[config.mk]
export PLATFORM = sky130hd
export DESIGN_NAME = sram_port_arbiter
export DESIGN_NICKNAME = d
export VERILOG_FILES = /design/src/rtl/sram_port_arbiter.sv
export SDC_FILE = /design/constraint.sdc
export NUM_CORES = 1
export LEC_CHECK = 0
export BUFFER_PORTS_ARGS = -buffer_cell sky130_fd_sc_hd__buf_2
export CAP_MARGIN = 20
export CORE_AREA = 5 5 238 240
export DETAILED_ROUTE_END_ITERATION = 8
export DIE_AREA = 0 0 243 245
export PLACE_DENSITY = 0.44
export SLEW_MARGIN = 10
export SYNTH_ARGS = -nofsm -noshare
export SYNTH_HDL_FRONTEND = slang
export SYNTH_SLANG_ARGS = --single-unit
[constraint.sdc]
create_clock -name clk -period 2.7 [get_ports clk]
set_input_delay 0.405 -clock clk [delete_from_list [all_inputs] [get_ports clk]]
set_output_delay 0.405 -clock clk [all_outputs]
set_load 0.02 [all_outputs]
[src/rtl/sram_port_arbiter.sv]
// Two-requester round-robin front end for a single-port 512x64 SRAM macro.
// Zero-fills the array after reset, then arbitrates one registered access per cycle.
module sram_port_arbiter #(
    parameter int BITS          = 64,
    parameter int WORD_DEPTH    = 512,
    parameter int ADDR_WIDTH    = 9,
    parameter int INIT_ON_RESET = 1
) (
    input  logic                    clk,
    input  logic                    reset_n,
    input  logic [1:0]              req_v_i,
    output logic [1:0]              req_ready_o,
    input  logic [1:0]              req_we_i,
    input  logic [2*ADDR_WIDTH-1:0] req_addr_i,
    input  logic [2*BITS-1:0]       req_wdata_i,
    input  logic [2*BITS-1:0]       req_wmask_i,
    output logic [1:0]              resp_v_o,
    output logic [2*BITS-1:0]       resp_data_o,
    input  logic [1:0]              resp_ready_i,
    output logic                    init_done_o,
    output logic                    sram_ce_o,
    output logic                    sram_we_o,
    output logic [ADDR_WIDTH-1:0]   sram_addr_o,
    output logic [BITS-1:0]         sram_wd_o,
    output logic [BITS-1:0]         sram_wmask_o,
    input  logic [BITS-1:0]         sram_rd_i
);

    typedef enum logic {INIT, RUN} state_e;

    localparam state_e RESET_STATE = (INIT_ON_RESET != 0) ? INIT : RUN;

    state_e                  state_q, state_d;
    logic [ADDR_WIDTH-1:0]   initCnt_q, initCnt_d;
    logic                    rrPtr_q, rrPtr_d;
    logic [1:0]              outstanding_q, outstanding_d;
    logic                    initDone_q, initDone_d;
    logic                    sramCe_q, sramCe_d;
    logic                    sramWe_q, sramWe_d;
    logic [ADDR_WIDTH-1:0]   sramAddr_q, sramAddr_d;
    logic [BITS-1:0]         sramWd_q, sramWd_d;
    logic [BITS-1:0]         sramWmask_q, sramWmask_d;
    logic                    issV_q, issV_d;
    logic                    issR_q, issR_d;
    logic                    capV_q, capR_q;
    logic [1:0]              respV_q, respV_d;
    logic [2*BITS-1:0]       respData_q;

    logic [1:0]              consume;
    logic [1:0]              eligible;
    logic [1:0]              grant;
    logic                    gntIdx;

    // A read may only enter while its previous response is gone or leaving this cycle.
    always_comb begin
        consume  = respV_q & resp_ready_i;
        eligible = '0;
        grant    = '0;
        if (state_q == RUN && reset_n) begin
            for (int r = 0; r < 2; r++) begin
                eligible[r] = req_v_i[r] & (req_we_i[r] | ~outstanding_q[r] | consume[r]);
            end
        end
        case (eligible)
            2'b11:   grant = rrPtr_q ? 2'b10 : 2'b01;
            2'b01:   grant = 2'b01;
            2'b10:   grant = 2'b10;
            default: grant = 2'b00;
        endcase
        gntIdx = grant[1];

        rrPtr_d = rrPtr_q;
        if (|grant) begin
            rrPtr_d = ~gntIdx;
        end

        for (int r = 0; r < 2; r++) begin
            outstanding_d[r] = outstanding_q[r];
            if (grant[r] && !req_we_i[r]) begin
                outstanding_d[r] = 1'b1;
            end else if (consume[r]) begin
                outstanding_d[r] = 1'b0;
            end
        end

        respV_d = respV_q & ~consume;
        if (capV_q) begin
            respV_d[capR_q] = 1'b1;
        end

        state_d     = state_q;
        initCnt_d   = initCnt_q;
        initDone_d  = initDone_q | (state_q == RUN);
        sramCe_d    = 1'b0;
        sramWe_d    = 1'b0;
        sramAddr_d  = sramAddr_q;
        sramWd_d    = sramWd_q;
        sramWmask_d = sramWmask_q;
        issV_d      = 1'b0;
        issR_d      = issR_q;

        if (state_q == INIT) begin
            sramCe_d    = 1'b1;
            sramWe_d    = 1'b1;
            sramAddr_d  = initCnt_q;
            sramWd_d    = '0;
            sramWmask_d = '1;
            initCnt_d   = initCnt_q + 1'b1;
            if (initCnt_q == ADDR_WIDTH'(WORD_DEPTH - 1)) begin
                state_d = RUN;
            end
        end else if (|grant) begin
            sramCe_d    = 1'b1;
            sramWe_d    = req_we_i[gntIdx];
            sramAddr_d  = gntIdx ? req_addr_i[2*ADDR_WIDTH-1:ADDR_WIDTH] : req_addr_i[ADDR_WIDTH-1:0];
            sramWd_d    = gntIdx ? req_wdata_i[2*BITS-1:BITS] : req_wdata_i[BITS-1:0];
            sramWmask_d = gntIdx ? req_wmask_i[2*BITS-1:BITS] : req_wmask_i[BITS-1:0];
            issV_d      = ~req_we_i[gntIdx];
            issR_d      = gntIdx;
        end
    end

    // Read tags trail the macro by one stage so sram_rd_i is sampled only when valid.
    always_ff @(posedge clk or negedge reset_n) begin
        if (!reset_n) begin
            state_q       <= RESET_STATE;
            initCnt_q     <= '0;
            rrPtr_q       <= 1'b0;
            outstanding_q <= '0;
            initDone_q    <= 1'b0;
            sramCe_q      <= 1'b0;
            sramWe_q      <= 1'b0;
            sramAddr_q    <= '0;
            sramWd_q      <= '0;
            sramWmask_q   <= '0;
            issV_q        <= 1'b0;
            issR_q        <= 1'b0;
            capV_q        <= 1'b0;
            capR_q        <= 1'b0;
            respV_q       <= '0;
            respData_q    <= '0;
        end else begin
            state_q       <= state_d;
            initCnt_q     <= initCnt_d;
            rrPtr_q       <= rrPtr_d;
            outstanding_q <= outstanding_d;
            initDone_q    <= initDone_d;
            sramCe_q      <= sramCe_d;
            sramWe_q      <= sramWe_d;
            sramAddr_q    <= sramAddr_d;
            sramWd_q      <= sramWd_d;
            sramWmask_q   <= sramWmask_d;
            issV_q        <= issV_d;
            issR_q        <= issR_d;
            capV_q        <= issV_q;
            capR_q        <= issR_q;
            respV_q       <= respV_d;
            if (capV_q) begin
                if (capR_q) begin
                    respData_q[2*BITS-1:BITS] <= sram_rd_i;
                end else begin
                    respData_q[BITS-1:0] <= sram_rd_i;
                end
            end
        end
    end

    assign req_ready_o  = grant;
    assign resp_v_o     = respV_q;
    assign resp_data_o  = respData_q;
    assign init_done_o  = initDone_q;
    assign sram_ce_o    = sramCe_q;
    assign sram_we_o    = sramWe_q;
    assign sram_addr_o  = sramAddr_q;
    assign sram_wd_o    = sramWd_q;
    assign sram_wmask_o = sramWmask_q;

endmodule

==> impl_metrics.prom, run 1 <==
# TYPE chip_impl_metric gauge
chip_impl_metric{name="clock_insertion_delay_worst_skew",unit="ps"} 520
chip_impl_metric{name="initial_core_util",unit="%"} 22.7
chip_impl_metric{name="die_height",unit="um"} 245
chip_impl_metric{name="mappedNetlistArea",unit="mm2"} 0.0124
chip_impl_metric{name="post_synth_edffs",unit=""} 0
chip_impl_metric{name="detailroute.via_count",unit=""} 9883
chip_impl_info{name="synth_top_flop_cell",value="dfrtp_1"} 1
chip_impl_metric{name="wire_length_of_the_first_global_routing_pass",unit="mm"} 64.3
chip_impl_metric{name="areaGrowthSynthToFinish",unit="%"} 41.4
chip_impl_metric{name="nets",unit=""} 1926
chip_impl_info{name="crit-reg2reg-launch",value="resp_v_o[1]"} 1
chip_impl_metric{name="finalSetupViolCount",unit=""} 0
chip_impl_metric{name="cts.clk_slew.worst_paths",unit="ps"} 50
chip_impl_metric{name="detailedRoute.firstIterationViolations",unit=""} 358
chip_impl_metric{name="via_density_per_instance",unit=""} 4.29
chip_impl_metric{name="top_level_ports",unit=""} 618
chip_impl_metric{name="finalSetupTns",unit="ps"} 0
chip_impl_metric{name="die_width",unit="um"} 243
chip_impl_metric{name="worst_ir_drop_vdd",unit="V"} 0.000302
chip_impl_metric{name="grt_pass1_vias",unit=""} 10756
chip_impl_metric{name="maxSlewViolCount",unit=""} 0
chip_impl_metric{name="placementRows",unit=""} 86
chip_impl_info{name="highest_layer",value="met5"} 1
chip_impl_metric{name="antenna_left",unit=""} 0
chip_impl_metric{name="fraction_of_the_mapped_netlist_area_in_simple_logic_gates",unit="%"} 7.72
chip_impl_info{name="hold_path.startpoint",value="resp_ready_i[1]"} 1
chip_impl_metric{name="min_period",unit="ps"} 2570
chip_impl_info{name="min-delay-path-class",value="in2reg"} 1
chip_impl_info{name="cpMaxStageDelayCell",value="dlygate4sd3_1"} 1
chip_impl_metric{name="global_route.usage.total",unit="%"} 13.7
chip_impl_metric{name="overflow",unit=""} 0
chip_impl_info{name="synth_top_family_by_area",value="multiplexers"} 1
chip_impl_metric{name="numCtsBuffers",unit=""} 35
chip_impl_metric{name="dpl.cell_count",unit=""} 2242
chip_impl_metric{name="cts_htree_levels",unit=""} 2
chip_impl_metric{name="hold_viol",unit=""} 0
chip_impl_metric{name="dpl.hpwl",unit="mm"} 32.4
chip_impl_metric{name="synth-async-reset-ratio",unit="%"} 100
chip_impl_info{name="cts_root_buffer",value="clkbuf_16"} 1
chip_impl_metric{name="max_freq",unit="GHz"} 0.389
chip_impl_metric{name="met3_length",unit="mm"} 3.24
chip_impl_metric{name="worst-slew-pin-transition",unit="ps"} 1020
chip_impl_metric{name="muxShareOfSynthArea",unit="%"} 23.0
chip_impl_metric{name="comb_power_share",unit="%"} 6.5
chip_impl_metric{name="p_leak",unit="nW"} 9.27
chip_impl_info{name="cp_top_family",value="buffers and inverters"} 1
chip_impl_metric{name="placeableCoreArea",unit="mm2"} 0.0544
chip_impl_info{name="critical-path-top-cell-by-count",value="buf_12"} 1
chip_impl_info{name="outcome",value="completed"} 1
chip_impl_metric{name="wl_per_cell",unit="um"} 18.4
chip_impl_info{name="layout.cells.most_common_list",value="buf_2, dfrtp_1, mux2i_1"} 1
chip_impl_metric{name="timing.max_slew.rel_slack",unit="%"} 31.7
chip_impl_metric{name="critPathBufInv",unit=""} 5
chip_impl_metric{name="remaining_drc_errors",unit=""} 0
chip_impl_metric{name="tritoncts_sink_count",unit=""} 287
chip_impl_metric{name="fin_worst_skew",unit="ps"} 8.13
chip_impl_metric{name="firstDrtPassIters",unit=""} 4
chip_impl_metric{name="p_seq_share",unit="%"} 45.2
chip_impl_metric{name="fraction_of_layout_cells_with_a_size_suffix_above_1",unit="%"} 52.8
chip_impl_metric{name="min_period_over_period",unit="%"} 95.2
chip_impl_metric{name="syn-num-nets",unit=""} 1309
chip_impl_metric{name="crit_fanout",unit=""} 28
chip_impl_metric{name="m1WireLength",unit="mm"} 16.8
chip_impl_metric{name="total_switching_power",unit="mW"} 2.18
chip_impl_metric{name="fp.dieArea",unit="mm2"} 0.0595
chip_impl_metric{name="power.internal",unit="mW"} 7.49
chip_impl_metric{name="critPathRequiredTime",unit="ps"} 2300
chip_impl_metric{name="routed-wl-met2",unit="mm"} 21.2
chip_impl_metric{name="synth_adder_area_share",unit="%"} 0.202
chip_impl_info{name="criticalPathCategory",value="in2out"} 1
chip_impl_metric{name="pin_count_of_the_biggest_net_entering_global_routing",unit=""} 155
chip_impl_metric{name="synth_cell_type_count",unit=""} 33
chip_impl_metric{name="timing.critical_path.arrival",unit="ps"} 2160
chip_impl_metric{name="synth-seq-area-share",unit="%"} 58.0
chip_impl_metric{name="port_buffers",unit=""} 617
chip_impl_metric{name="timing.max_cap.violations",unit=""} 0
chip_impl_metric{name="p_per_area",unit="mW/mm2"} 552
chip_impl_metric{name="synth-seq-cells",unit=""} 287
chip_impl_metric{name="cts_buffer_depth",unit=""} 3
chip_impl_info{name="kind_of_start_point_of_the_critical_path",value="input pin"} 1
chip_impl_metric{name="swShare",unit="%"} 22.5
chip_impl_metric{name="synth-compound-area-share",unit="%"} 6.58
chip_impl_metric{name="pwr-share-clk",unit="%"} 48.3
chip_impl_info{name="worstSetupEndpointType",value="output port"} 1
chip_impl_metric{name="syn-instance-count",unit=""} 961
chip_impl_metric{name="synth_area_per_cell",unit="um2"} 12.9
chip_impl_info{name="most_common_cell_after_layout_fill_and_taps_aside",value="buf_2"} 1
chip_impl_metric{name="yosys_warnings",unit=""} 0
chip_impl_info{name="cts_tree",value="yes"} 1
chip_impl_info{name="crit_path_start",value="reset_n"} 1
chip_impl_metric{name="critical-path-max-stage-delay",unit="ps"} 580
chip_impl_metric{name="gp_congestion",unit=""} 0.809
chip_impl_info{name="critical_path.cell_chain",value="dlygate4sd3_1 -> buf_12 -> o2111ai_2 -> o21ai_4 -> buf_12 -> inv_1 -> buf_2"} 1
chip_impl_info{name="unrepaired_setup_endpoints_after_global_routing",value="false"} 1
chip_impl_metric{name="final_cells",unit=""} 2306
chip_impl_metric{name="totalWireLength",unit="mm"} 42.4
chip_impl_metric{name="number_of_antenna_violations_at_the_first_check_in_global_routing",unit=""} 5
chip_impl_metric{name="synthXorXnorAreaFrac",unit="%"} 0.495
==> cells in the mapped netlist, drive strengths merged (3+ instances only) <==
| library cell | instances | share of area, % |
|---|---|---|
| dfrtp | 287 | 58 |
| mux2i | 138 | 11 |
| mux2 | 130 | 12 |
| nand3 | 76 | 3.1 |
| o21ai | 70 | 2.8 |
| a21oi | 65 | 2.6 |
| nor3b | 64 | 3.9 |
| clkbuf | 40 | 1.2 |
| buf | 37 | 2.5 |
| inv | 11 | 0.33 |
| o221ai | 8 | 0.57 |
| nand2 | 7 | 0.21 |
| xnor2 | 7 | 0.50 |
| nor3 | 3 | 0.12 |
==> cell families after synthesis <==
group	Yosys count
muxes	268
AOI/OAI and AO/OA	150
and+or+nand+nor	159
DFF	287
adders and majority gates	2
xor gates and xnor gates	7
buffers and inverters	88
==> per-stage QoR <==
step / instance area [um2] / worst slack, ps / hold WS [ps] / power, mW / util (%)
4_1_cts: 17500 / 76.3 / 53.7 / 9.89 / 32.1
5_1_grt: 17500 / 49.8 / 83.5 / 10.1 / 32.2
3_3_place_gp: 16300 / 486 / 267 / 5.09 / 30.0
3_5_place_dp: 16300 / 425 / 267 / 5.10 / 30.0
2_1_floorplan: 12400 / 724 / 109 / 4.62 / -
6_report: 17500 / 131 / 107 / 9.67 / 32.2
==> area by class of cell <==
cell class	instances	area [um2]
Fill cell	5569	36900
Timing Repair Buffer	657	3530
Inverter	11	41.3
Tap cell	704	881
Antenna cell	1	2.50
Clock inverter	9	133
Sequential cell	287	7190
Multi-Input combinational cell	586	4740
Clock buffer	51	996
==> worst register-to-register path, cell delays in order, from the launching register on <==
cell and delay (ps):
dfrtp_1 390, a21bo_1 240, o2111a_1 280, o21ai_4 120, buf_4 160, buf_4 390, mux2i_1 310, o21ai_0 100
==> power by group through the flow <==
stage | sequential, mW | combinational [mW] | clock [mW]
3_3_place_gp | 4.45 | 0.639 | 0
3_5_place_dp | 4.45 | 0.644 | 0
6_report | 4.38 | 0.627 | 4.67
4_1_cts | 4.37 | 0.647 | 4.87
5_1_grt | 4.38 | 0.698 | 5.04
2_1_floorplan | 4.51 | 0.105 | 0
==> metal layers <==
metal	vias to the layer above	track usage, %
met5	-	0
met4	4	4.24
met3	67	4.49
met2	377	23.6
met1	4735	16.2
li1	4700	-
==> path summary, 6_finish.rpt <==
kind,endpoint,slack [ps],cells past startpoint
max,req_ready_o[1],130,7
min,resp_v_o[1],110,2
max reg2reg,sram_wd_o[17],560,7
min reg2reg,capV_q,350,0
max in group asynchronous,sram_wmask_o[28],1170,3
min in group asynchronous,resp_data_o[80],330,2
==> registers in the layout, summed over array words and instances, names as in the netlist, 2 cells and up <==
| register | flops |
|---|---|
| resp_data_o | 128 |
| sram_wd_o | 64 |
| sram_wmask_o | 64 |
| initCnt_q | 9 |
| sram_addr_o | 9 |
| outstanding_q | 2 |
| resp_v_o | 2 |
==> timing repair <==
action,CTS,global route
setup buffers,0,2
resized for setup,0,1
endpoints found under the setup margin,0,1
endpoints found under the hold margin,22,0
hold buffers,1,0
(Power assumes the default switching activity.)
==> inputs of run 2 (changes only) <==
--- a/config.mk
+++ b/config.mk
@@ -5,12 +5,13 @@
 export SDC_FILE = /design/constraint.sdc
 export NUM_CORES = 1
 export LEC_CHECK = 0
+export ABC_AREA = 1
 export BUFFER_PORTS_ARGS = -buffer_cell sky130_fd_sc_hd__buf_2
 export CAP_MARGIN = 20
 export CORE_AREA = 5 5 238 240
 export DETAILED_ROUTE_END_ITERATION = 8
 export DIE_AREA = 0 0 243 245
-export PLACE_DENSITY = 0.44
+export PLACE_DENSITY = 0.46
 export SLEW_MARGIN = 10
 export SYNTH_ARGS = -nofsm -noshare
 export SYNTH_HDL_FRONTEND = slang
==> run 2 against run 1 <==
Net effect: the flow now finishes with violations (negative hold slack); sequential power shrank 2%; via count rose by 30%; fmax up 2.5%; count of clock-buffer cells in the layout grew 4; setup slack better by 63 ps; routed wire length grew 18%; register-to-register slack improved by 110 ps; critical path type is now reg2out; largest power group unchanged.
==> impl_metrics.prom, run 2 <==
# TYPE chip_impl_metric gauge
chip_impl_metric{name="hold_slack",unit="ps"} -62.4
chip_impl_metric{name="syn-num-nets",unit=""} 2056
chip_impl_metric{name="dpl.hpwl",unit="mm"} 37.7
chip_impl_metric{name="die_width",unit="um"} 243
chip_impl_metric{name="timing.max_cap.violations",unit=""} 0
chip_impl_metric{name="timing.critical_path.arrival",unit="ps"} 2100
chip_impl_info{name="kind_of_start_point_of_the_critical_path",value="flip-flop"} 1
chip_impl_metric{name="nets",unit=""} 2637
chip_impl_metric{name="critPathRequiredTime",unit="ps"} 2300
chip_impl_info{name="unrepaired_setup_endpoints_after_global_routing",value="false"} 1
chip_impl_metric{name="worst-slew-pin-transition",unit="ps"} 912
chip_impl_metric{name="top_level_ports",unit=""} 618
chip_impl_metric{name="critical-path-max-stage-delay",unit="ps"} 450
chip_impl_metric{name="total_switching_power",unit="mW"} 2.12
chip_impl_metric{name="yosys_warnings",unit=""} 0
chip_impl_metric{name="cts_htree_levels",unit=""} 2
chip_impl_metric{name="synth-async-reset-ratio",unit="%"} 100
chip_impl_metric{name="detailroute.via_count",unit=""} 12844
chip_impl_metric{name="min_period",unit="ps"} 2510
chip_impl_metric{name="final_cells",unit=""} 3019
chip_impl_info{name="criticalPathCategory",value="reg2out"} 1
chip_impl_metric{name="wl_per_cell",unit="um"} 16.5
chip_impl_metric{name="finalSetupTns",unit="ps"} 0
chip_impl_info{name="netlist_top_cells_area",value="dfrtp_1, nand2_1, inv_1"} 1
chip_impl_metric{name="synthXorXnorAreaFrac",unit="%"} 0.392
chip_impl_info{name="cts_root_buffer",value="clkbuf_16"} 1
chip_impl_metric{name="largest_register_ff_count",unit=""} 128
chip_impl_metric{name="muxShareOfSynthArea",unit="%"} 0
chip_impl_metric{name="pwr-share-clk",unit="%"} 50.0
chip_impl_metric{name="clock_insertion_delay_worst_skew",unit="ps"} 530
chip_impl_metric{name="numCtsBuffers",unit=""} 36
chip_impl_info{name="cpMaxStageDelayCell",value="dfrtp_1"} 1
chip_impl_metric{name="die_height",unit="um"} 245
chip_impl_metric{name="wire_length_of_the_first_global_routing_pass",unit="mm"} 75.9
chip_impl_metric{name="remaining_drc_errors",unit=""} 0
chip_impl_metric{name="cts.clk_slew.worst_paths",unit="ps"} 60
chip_impl_info{name="synth_top_family_by_area",value="simple AND/OR/NAND/NOR gates"} 1
chip_impl_metric{name="synth-seq-cells",unit=""} 287
chip_impl_info{name="violations",value="negative hold slack"} 1
chip_impl_metric{name="gp_congestion",unit=""} 0.836
chip_impl_metric{name="port_buffers",unit=""} 617
chip_impl_metric{name="post_cts_resized",unit=""} 0
chip_impl_metric{name="reg2reg_depth",unit=""} 7
chip_impl_metric{name="initial_core_util",unit="%"} 24.6
chip_impl_metric{name="areaGrowthSynthToFinish",unit="%"} 38.4
chip_impl_info{name="crit-reg2reg-launch",value="resp_v_o[0]"} 1
chip_impl_metric{name="min_period_over_period",unit="%"} 92.8
chip_impl_metric{name="timing.max_slew.rel_slack",unit="%"} 39.2
chip_impl_metric{name="power.internal",unit="mW"} 7.43
chip_impl_info{name="min-delay-path-class",value="in2async"} 1
chip_impl_metric{name="synth-compound-area-share",unit="%"} 5.20
chip_impl_metric{name="comb_power_share",unit="%"} 4.9
chip_impl_metric{name="swShare",unit="%"} 22.2
chip_impl_info{name="rr_endpoint",value="sram_wd_o[8]"} 1
chip_impl_metric{name="max_freq",unit="GHz"} 0.399
chip_impl_info{name="synth_top_flop_cell",value="dfrtp_1"} 1
chip_impl_info{name="cts_tree",value="yes"} 1
chip_impl_info{name="synth_common_cells",value="nand2_1, inv_1, dfrtp_1, nand3_1, o21ai_0"} 1
chip_impl_info{name="yosys.cell_count.top_type",value="nand2_1"} 1
chip_impl_metric{name="number_of_antenna_violations_at_the_first_check_in_global_routing",unit=""} 5
chip_impl_metric{name="p_seq_share",unit="%"} 45.1
chip_impl_metric{name="detailedRoute.firstIterationViolations",unit=""} 608
chip_impl_metric{name="synth_largest_type_area_fraction",unit="%"} 53.6
chip_impl_metric{name="crit_fanout",unit=""} 16
chip_impl_metric{name="syn-instance-count",unit=""} 1708
chip_impl_metric{name="antenna_left",unit=""} 0
chip_impl_metric{name="synth_adder_area_share",unit="%"} 0.187
chip_impl_metric{name="post_synth_edffs",unit=""} 0
chip_impl_metric{name="grt_pass1_vias",unit=""} 13049
chip_impl_metric{name="reg2reg_setup_slack",unit="ps"} 670
chip_impl_info{name="critical_path.cell_chain",value="nand3_1 -> a21oi_4 -> nand2_4 -> buf_4 -> inv_1 -> buf_2"} 1
chip_impl_metric{name="totalWireLength",unit="mm"} 49.9
chip_impl_metric{name="fraction_of_the_mapped_netlist_area_in_simple_logic_gates",unit="%"} 28.6
chip_impl_info{name="layout.cells.most_common_list",value="buf_2, nand2_1, inv_1"} 1
chip_impl_metric{name="finalSetupViolCount",unit=""} 0
chip_impl_metric{name="tritoncts_sink_count",unit=""} 287
chip_impl_metric{name="overflow",unit=""} 0
chip_impl_metric{name="synth_area_per_cell",unit="um2"} 7.84
chip_impl_metric{name="mappedNetlistArea",unit="mm2"} 0.0134
chip_impl_metric{name="via_density_per_instance",unit=""} 4.25
chip_impl_metric{name="placeableCoreArea",unit="mm2"} 0.0544
chip_impl_metric{name="pin_count_of_the_biggest_net_entering_global_routing",unit=""} 143
chip_impl_info{name="most_common_cell_after_layout_fill_and_taps_aside",value="buf_2"} 1
chip_impl_metric{name="p_per_area",unit="mW/mm2"} 515
chip_impl_metric{name="fp.dieArea",unit="mm2"} 0.0595
chip_impl_metric{name="p_leak",unit="nW"} 10.5
chip_impl_metric{name="placementRows",unit=""} 86
chip_impl_metric{name="synth_cell_type_count",unit=""} 22
chip_impl_metric{name="firstDrtPassIters",unit=""} 6
chip_impl_metric{name="cts_buffer_depth",unit=""} 3
chip_impl_metric{name="global_route.usage.total",unit="%"} 16.1
chip_impl_metric{name="worst_ir_drop_vdd",unit="V"} 0.000340
chip_impl_metric{name="fraction_of_layout_cells_with_a_size_suffix_above_1",unit="%"} 30.9
chip_impl_metric{name="synth-seq-area-share",unit="%"} 53.6
chip_impl_metric{name="maxSlewViolCount",unit=""} 0
chip_impl_info{name="largest_area_contributor_in_the_netlist",value="dfrtp_1"} 1
chip_impl_metric{name="fin_worst_skew",unit="ps"} 21.1
chip_impl_metric{name="hold_viol",unit=""} 42
chip_impl_info{name="outcome",value="finished with violations"} 1
chip_impl_metric{name="dpl.cell_count",unit=""} 2954
chip_impl_info{name="worstSetupEndpointType",value="output port"} 1
## run 2: cell count changes after synthesis, sizes merged, moves of 7 or more
| cell | previous run | this run |
|---|---|---|
| nand2 | 7 | 552 |
| mux2 | 130 | 0 |
| a21oi | 65 | 1 |
| o221ai | 8 | 0 |
| nor2 | 1 | 33 |
| o21ai | 70 | 135 |
| xnor2 | 7 | 0 |
| mux2i | 138 | 0 |
| buf | 37 | 63 |
| nor3b | 64 | 0 |
| nand3b | 0 | 74 |
| nand3 | 76 | 211 |
| inv | 11 | 298 |
## run 2: kinds of logic (layout without fill, tap and decap cells)
kind of cell | after synthesis | in the layout
buffers and inverters | 403 | 1009
adders and majority gates | 2 | 2
other | 0 | 1
AOI/OAI and AO/OA | 137 | 137
and+or+nand+nor | 873 | 873
DFF | 287 | 287
xor gates and xnor gates | 6 | 6
## run 2: power by group through the flow
| stage | sequential [mW] | clock (mW) | combinational, mW |
|---|---|---|---|
| global route | 4.30 | 5.14 | 0.541 |
| global placement | 4.38 | 0 | 0.485 |
| CTS | 4.30 | 4.99 | 0.487 |
| finish | 4.30 | 4.77 | 0.471 |
| detailed placement | 4.38 | 0 | 0.483 |
| floorplan | 4.38 | 0 | 0.105 |
## run 2: what timing repair did
| action | CTS | global route |
|---|---|---|
| buffers inserted | 0 | 0 |
| hold buffers | 1 | 0 |
| endpoints found under the setup margin | 0 | 0 |
| hold endpoints to repair | 5 | 0 |
## run 2: how the worst max path moves through the flow
stage / startpoint / endpoint / slack, ps / cells after the start
global placement: req_we_i[0] / sram_wmask_o[57] / 600 / 10
finish: state_q / req_ready_o[1] / 190 / 6
global route: state_q / req_ready_o[1] / 30 / 6
detailed placement: req_we_i[0] / sram_wmask_o[52] / 590 / 10
CTS: state_q / req_ready_o[1] / 90 / 6
floorplan: resp_v_o[1] / req_ready_o[1] / 940 / 6
## run 2: per-layer routing
metal | up-vias | wire [um] | share of wire (%) | track usage [%]
li1 | 6368 | - | - | -
met1 | 5897 | 20700 | 42 | 19.6
met2 | 502 | 23700 | 47 | 27.1
met3 | 71 | 3980 | 8.0 | 5.24
met4 | 6 | 1460 | 2.9 | 4.94
met5 | - | 34 | 0.068 | 0
## run 2: stage by stage
step           instance area (um2)  util, %  total power, mW  hold WS (ps)  worst slack, ps
6_report                     18500     34.0             9.54         -62.4              194
4_1_cts                      18500     34.0             9.77          38.7             88.8
3_5_place_dp                 17300     31.8             4.86           213              588
3_3_place_gp                 17300     31.8             4.86           215              600
2_1_floorplan                13400        -             4.49           109              944
5_1_grt                      18500     34.0             9.98          32.5             33.4
## run 2: final cells by class
| class | count | area, um2 |
|---|---|---|
| fill | 5864 | 35900 |
| clock buffer | 55 | 1090 |
| timing repair buffer | 648 | 3510 |
| clock inverter | 8 | 86.3 |
| multi-input combinational | 1018 | 4650 |
| sequential | 287 | 7180 |
| antenna | 1 | 2.50 |
| tap | 704 | 881 |
| inverter | 298 | 1120 |
## run 2: critical path: cells and delay by family (launching register included)
| family | cells | cell delay (ps) |
|---|---|---|
| DFF | 1 | 450 |
| buffers and inverters | 3 | 440 |
| and+or+nand+nor | 2 | 380 |
| AOI/OAI and AO/OA | 1 | 280 |
